### src/rtl/loader_pkg.sv
// loader_pkg: shared state encoding and default geometry for the serial bit loader
package loader_pkg;
  typedef enum logic {EMPTY, FULL} loader_state_t;
  localparam int LOADER_WORD_W   = 16;
  localparam int LOADER_DEBOUNCE = 4;
  localparam int LOADER_SYNC     = 2;
endpackage

### src/rtl/sync_debounce.sv
// sync_debounce: pin synchronizer with debounced level and a registered rising-edge pulse
module sync_debounce #(
  parameter int SYNC_STAGES = 2,
  parameter int DEBOUNCE    = 4
) (
  input  logic clock,
  input  logic reset,
  input  logic pin,
  output logic rdy_db,
  output logic rise
);
  localparam int DW = $clog2(DEBOUNCE + 1);
  logic [SYNC_STAGES-1:0] sync_q, sync_d;
  logic [DW-1:0] cnt_q, cnt_d;
  logic db_q, db_d, rise_q, rise_d, lvl, settled;
  always_comb begin
    sync_d  = {sync_q[SYNC_STAGES-2:0], pin};
    lvl     = sync_q[SYNC_STAGES-1];
    settled = cnt_q == DW'(DEBOUNCE - 1);
    db_d    = (lvl != db_q && settled) ? lvl : db_q;
    cnt_d   = (lvl == db_q || settled) ? '0 : cnt_q + DW'(1);
    rise_d  = db_d & ~db_q;
  end
  always_ff @(posedge clock) begin
    if (reset) begin
      sync_q <= '0;
      cnt_q  <= '0;
      db_q   <= 1'b0;
      rise_q <= 1'b0;
    end else begin
      sync_q <= sync_d;
      cnt_q  <= cnt_d;
      db_q   <= db_d;
      rise_q <= rise_d;
    end
  end
  assign rdy_db = db_q;
  assign rise   = rise_q;
endmodule

### src/rtl/serial_bit_loader.sv
// serial_bit_loader: assembles debounced serial pin bits into words with a valid/ack handshake
module serial_bit_loader
  import loader_pkg::*;
#(
  parameter int WORD_W      = LOADER_WORD_W,
  parameter int SYNC_STAGES = LOADER_SYNC,
  parameter int DEBOUNCE    = LOADER_DEBOUNCE
) (
  input  logic                      clock,
  input  logic                      reset,
  input  logic                      in_bit,
  input  logic                      ready,
  input  logic                      word_ack,
  output logic [WORD_W-1:0]         word_out,
  output logic                      word_valid,
  output logic [$clog2(WORD_W)-1:0] bit_count,
  output logic                      overrun
);
  localparam int CW = $clog2(WORD_W);
  logic [SYNC_STAGES-1:0] bit_sync_q, bit_sync_d;
  logic [WORD_W-1:0] sr_q, sr_d, word_q, word_d, next_word;
  logic [CW-1:0] cnt_q, cnt_d;
  loader_state_t state_q, state_d;
  logic ovr_q, ovr_d, rdy_db, rise, sample, complete;
  sync_debounce #(.SYNC_STAGES(SYNC_STAGES), .DEBOUNCE(DEBOUNCE)) u_rdy (
    .clock  (clock),
    .reset  (reset),
    .pin    (ready),
    .rdy_db (rdy_db),
    .rise   (rise)
  );
  // in_bit takes the same synchronizer depth so it lines up with the ready path
  always_comb begin
    bit_sync_d = {bit_sync_q[SYNC_STAGES-2:0], in_bit};
    sample     = rise & rdy_db;
    next_word  = {sr_q[WORD_W-2:0], bit_sync_q[SYNC_STAGES-1]};
    complete   = sample && cnt_q == CW'(WORD_W - 1);
    sr_d       = sample ? next_word : sr_q;
    cnt_d      = complete ? '0 : sample ? cnt_q + CW'(1) : cnt_q;
    state_d    = state_q == EMPTY ? (complete ? FULL : EMPTY)
                                  : ((complete || !word_ack) ? FULL : EMPTY);
    word_d     = (complete && (state_q == EMPTY || word_ack)) ? next_word : word_q;
    ovr_d      = ovr_q | (complete && state_q == FULL && !word_ack);
  end
  always_ff @(posedge clock) begin
    if (reset) begin
      bit_sync_q <= '0;
      sr_q       <= '0;
      word_q     <= '0;
      cnt_q      <= '0;
      state_q    <= EMPTY;
      ovr_q      <= 1'b0;
    end else begin
      bit_sync_q <= bit_sync_d;
      sr_q       <= sr_d;
      word_q     <= word_d;
      cnt_q      <= cnt_d;
      state_q    <= state_d;
      ovr_q      <= ovr_d;
    end
  end
  assign word_out   = word_q;
  assign word_valid = state_q == FULL;
  assign bit_count  = cnt_q;
  assign overrun    = ovr_q;
endmodule

### config.mk
export PLATFORM = sky130hd
export DESIGN_NAME = serial_bit_loader
export DESIGN_NICKNAME = d
export VERILOG_FILES = /design/src/rtl/loader_pkg.sv /design/src/rtl/sync_debounce.sv /design/src/rtl/serial_bit_loader.sv
export SDC_FILE = /design/constraint.sdc
export NUM_CORES = 1
export LEC_CHECK = 0
export ABC_AREA = 1
export CAP_MARGIN = 10
export CORE_ASPECT_RATIO = 1.5
export CORE_MARGIN = 1.5
export CORE_UTILIZATION = 45
export DETAILED_ROUTE_END_ITERATION = 12
export DONT_BUFFER_PORTS = 1
export PLACE_DENSITY = 0.7
export SLEW_MARGIN = 25
export SYNTH_ARGS = -nofsm -noshare
export SYNTH_HDL_FRONTEND = slang
export SYNTH_HIERARCHICAL = 1
export SYNTH_SLANG_ARGS = --single-unit
export TNS_END_PERCENT = 1
### constraint.sdc
create_clock -name clock -period 1.15 [get_ports clock]
set_input_delay 0.345 -clock clock [delete_from_list [all_inputs] [get_ports clock]]
set_output_delay 0.345 -clock clock [all_outputs]
set_load 0.01 [all_outputs]
==> results.yml <==
outcome:
  run_status: "finished, violations left"
  failed_checks: "negative setup slack"
grt:
  grt_pass1_vias: 1421
  grt-ovfl-total: 0
  gr-usage-all-layers_pct: 16.47
  maximum_number_of_pins_on_one_net_before_global_route_repair: 32
  grt_pass1_wl_um: 6085
  grt_antenna_before_repair: 0
sta:
  timing.slew.headroom_pct: 83.17
  setup_tns_ps: -439.4
  setup_repair_after_global_routing_missed_its_margin: "yes"
  clock_skew_ps: 7.221
  period_needed_ps: 1205
  worst_slack_ps: -55.30
  achievable-frequency_mhz: 829.7
  finalCritPeriodShare_pct: 104.8
  finalHoldViolCount: 0
  report.final.setup_viol: 18
  final.hold.worst_slack_ps: 99.35
  worstMarginPinSlew_ps: 251.6
  final-max-slew-violation-count: 0
placed_design:
  dp_hpwl_um: 2219
  placement.io_buffers: 0
  dp_cells: 306
  gp_routability_congestion: 0.8059
synthesis:
  post_synth_inst_count: 258
  ys_seq_area_share_pct: 47.61
  ys_seq_elements: 46
  yosys.cell_types.count: 23
  ys_warn_count: 6
  synthDominantAreaCellType: "sky130_fd_sc_hd__dfxtp_1"
  mappedNetlistNets: 266
  syn-cell-area_sq_um: 1934
  syn_avg_cell_area_sq_um: 7.498
  synth.top_cells.by_area: "sky130_fd_sc_hd__dfxtp_1, sky130_fd_sc_hd__inv_1, sky130_fd_sc_hd__nand2_1, sky130_fd_sc_hd__nor2_1, sky130_fd_sc_hd__nand4_1"
  area_fraction_of_the_dominant_cell_type_after_synthesis_pct: 47.61
worst_setup_path:
  path_depth: 8
  worstReg2RegEnd: "word_out[0]"
  category_of_the_worst_setup_path_launch_point: "flip-flop"
  critical-path-top-delay-family: "flip-flops"
  r2r_setup_slack_ps: -60
  worstSetupEndpointType: "flip-flop"
  critPathRequiredTime_ps: 1350
  cp_data_arrival_time_ps: 1410
  critical_path_buf_inv_count: 3
  reg2reg_depth: 8
  worst-path-max-fanout: 16
  cp_cell_sequence: "ha_4, inv_2, nor2_4, buf_6, buf_12, nand4_1, nand2_1, nor2_1"
  reg2reg_from: "bit_count[0]"
  critical-path-slowest-cell: "sky130_fd_sc_hd__dfxtp_4"
  timing.setup.critical_path_class: "reg -> reg"
  delay_of_the_slowest_cell_on_the_worst_path_ps: 370
drt:
  detail-route-antenna-nets: 0
  routed_wl_um: 3430
  detail_route.vias_per_cell: 4.814
  dr_wl_met2_um: 1686
  dr_total_vias: 1526
  drt_first_iter_violations: 55
  max_layer_used: "met4"
  wl_met1_um: 1447
  route.met3.wl_um: 161
  post-route-drc-count: 0
  drt_pre_antenna_iters: 4
  routed_length_per_instance_um: 10.82
cts:
  cts_root_buf: "sky130_fd_sc_hd__clkbuf_8"
  cts_buffers: 5
  clk-insertion-delay-late_ps: 300
  path_clk_slew_ps: 80
  htreeDepth: 2
  cts_hold_buf: 0
  clock-sinks: 46
  clockBufferDepth: 2
  tritoncts_clock_tree: "done"
floorplan:
  boundaryPins: 27
  die-area_sq_um: 4709
  initial_standard_cell_utilization_of_the_core_pct: 46.36
  dieWidth_um: 56.53
  fp.dieH_um: 83.30
  core_area_sq_um: 4173
  row_count: 29
layout:
  final_cell_mix: "sky130_fd_sc_hd__inv_1, sky130_fd_sc_hd__dfxtp_1, sky130_fd_sc_hd__nand2_1"
  layout.filler_cells: 382
  layout.cells.most_common: "sky130_fd_sc_hd__inv_1"
  design.final.nets: 278
  fin_cells: 317
  antenna-diode-count: 0
  final_util_pct: 54.27
  areaGrowthSynthToFinish_pct: 17.08
  final_layout_size_suffix_gt1_share_pct: 21.40
worst_hold_path:
  hold-path-cell-count: 1
  min-delay-path-class: "in -> reg"
  worst_hold_path.endpoint: "overrun"
  min_from: "reset"
power:
  worst_vdd_rail_ir_drop_mv: 0.7749
  leakage_component_of_the_power_nw: 0.9557
  power_density_nw_per_um2: 1229
job:
  max-cap-violations: 0
routing by layer:
metal | GRT usage, % | vias up
met5 | 0 | -
met4 | 10.39 | 0
met3 | 5.140 | 11
met2 | 28.01 | 29
met1 | 17.00 | 680
li1 | - | 806
state kept, by name, summed over array words and instances, names as in the netlist:
signal / flops
bit_count: 4
bit_sync_q: 2
overrun: 1
sr_q: 15
u_rdy/cnt_q: 3
u_rdy/rdy_db: 1
u_rdy/rise: 1
u_rdy/sync_q: 2
word_out: 16
word_valid: 1
metrics by stage:
step	total power, mW	setup slack, ps	cell area [sq um]
after floorplan	1.683	-13.07	1954
after global placement	1.697	-32.22	2093
after detailed placement	1.699	-88.84	2093
after CTS	2.815	-70.11	2240
after global routing	2.899	-142.7	2265
final	2.783	-55.30	2265
worst register-to-register path, cell delays in order, from the launching register on:
cell and delay [ps]:
sky130_fd_sc_hd__dfxtp_4 370, sky130_fd_sc_hd__ha_4 120, sky130_fd_sc_hd__inv_2 30, sky130_fd_sc_hd__nor2_4 90
sky130_fd_sc_hd__buf_6 130, sky130_fd_sc_hd__buf_12 130, sky130_fd_sc_hd__nand4_1 90, sky130_fd_sc_hd__nand2_1 80
sky130_fd_sc_hd__nor2_1 40
cells by family after synthesis:
| family | Yosys count | share of synthesized area (%) |
|---|---|---|
| AO/OA/AOI/OAI | 35 | 9.250 |
| adder cells (fa/ha/maj) | 3 | 1.941 |
| AND/OR/NAND/NOR | 97 | 24.64 |
| buffers and inverters | 76 | 16.11 |
| flip-flops | 46 | 47.61 |
| XOR/XNOR | 1 | 0.4529 |
synthesized netlist by cell type:
master                      n
sky130_fd_sc_hd__buf_1      1
sky130_fd_sc_hd__xnor2_1    1
sky130_fd_sc_hd__nor2_1    28
sky130_fd_sc_hd__nand3_1    3
sky130_fd_sc_hd__o21ai_0   15
sky130_fd_sc_hd__nand3_4    1
sky130_fd_sc_hd__nor2_4     1
sky130_fd_sc_hd__buf_2      2
sky130_fd_sc_hd__ha_1       3
sky130_fd_sc_hd__nand2_1   32
sky130_fd_sc_hd__buf_6      3
sky130_fd_sc_hd__a21oi_1   19
sky130_fd_sc_hd__nor2_2     1
sky130_fd_sc_hd__nand3_2    1
sky130_fd_sc_hd__clkbuf_1   5
sky130_fd_sc_hd__inv_1     64
sky130_fd_sc_hd__nor3_1     1
sky130_fd_sc_hd__dfxtp_1   46
sky130_fd_sc_hd__clkinv_2   1
sky130_fd_sc_hd__nand4_1   16
sky130_fd_sc_hd__a21oi_2    1
sky130_fd_sc_hd__nand3b_2   1
sky130_fd_sc_hd__nand2_2   12
area by class of cell:
| type | instances | area [sq um] | share of cell area, % |
|---|---|---|---|
| Sequential cell | 46 | 930.9 | 41.11 |
| Multi-Input combinational cell | 137 | 754.5 | 33.31 |
| Inverter | 65 | 245.2 | 10.83 |
| Timing Repair Buffer | 15 | 166.4 | 7.348 |
| Clock buffer | 8 | 110.1 | 4.862 |
| Tap cell | 46 | 57.56 | 2.541 |
how the worst max path moves through the flow:
stage                       startpoint      endpoint  slack [ps]
final                     bit_count[0]   word_out[0]         -60
after global placement    bit_count[1]  word_out[13]         -30
after global routing      bit_count[0]   word_out[0]        -140
after floorplan           bit_count[1]   word_out[1]         -10
after CTS                 bit_count[1]  word_out[14]         -70
after detailed placement  bit_count[1]  word_out[14]         -90
report_power, final:
| group | total (mW) | internal, mW | switching (mW) |
|---|---|---|---|
| logic | 0.0647 | 0.0251 | 0.0395 |
| registers | 1.60 | 1.59 | 0.00315 |
| clock network | 1.12 | 0.607 | 0.515 |
| total | 2.78 | 2.23 | 0.557 |
timing repair:
action	in CTS	in global routing
pin swaps	2	6
setup endpoints to repair	21	29
setup buffers	2	0
gates resized for setup	2	12
cloned	1	0
Power figures use the tool's default switching activity.
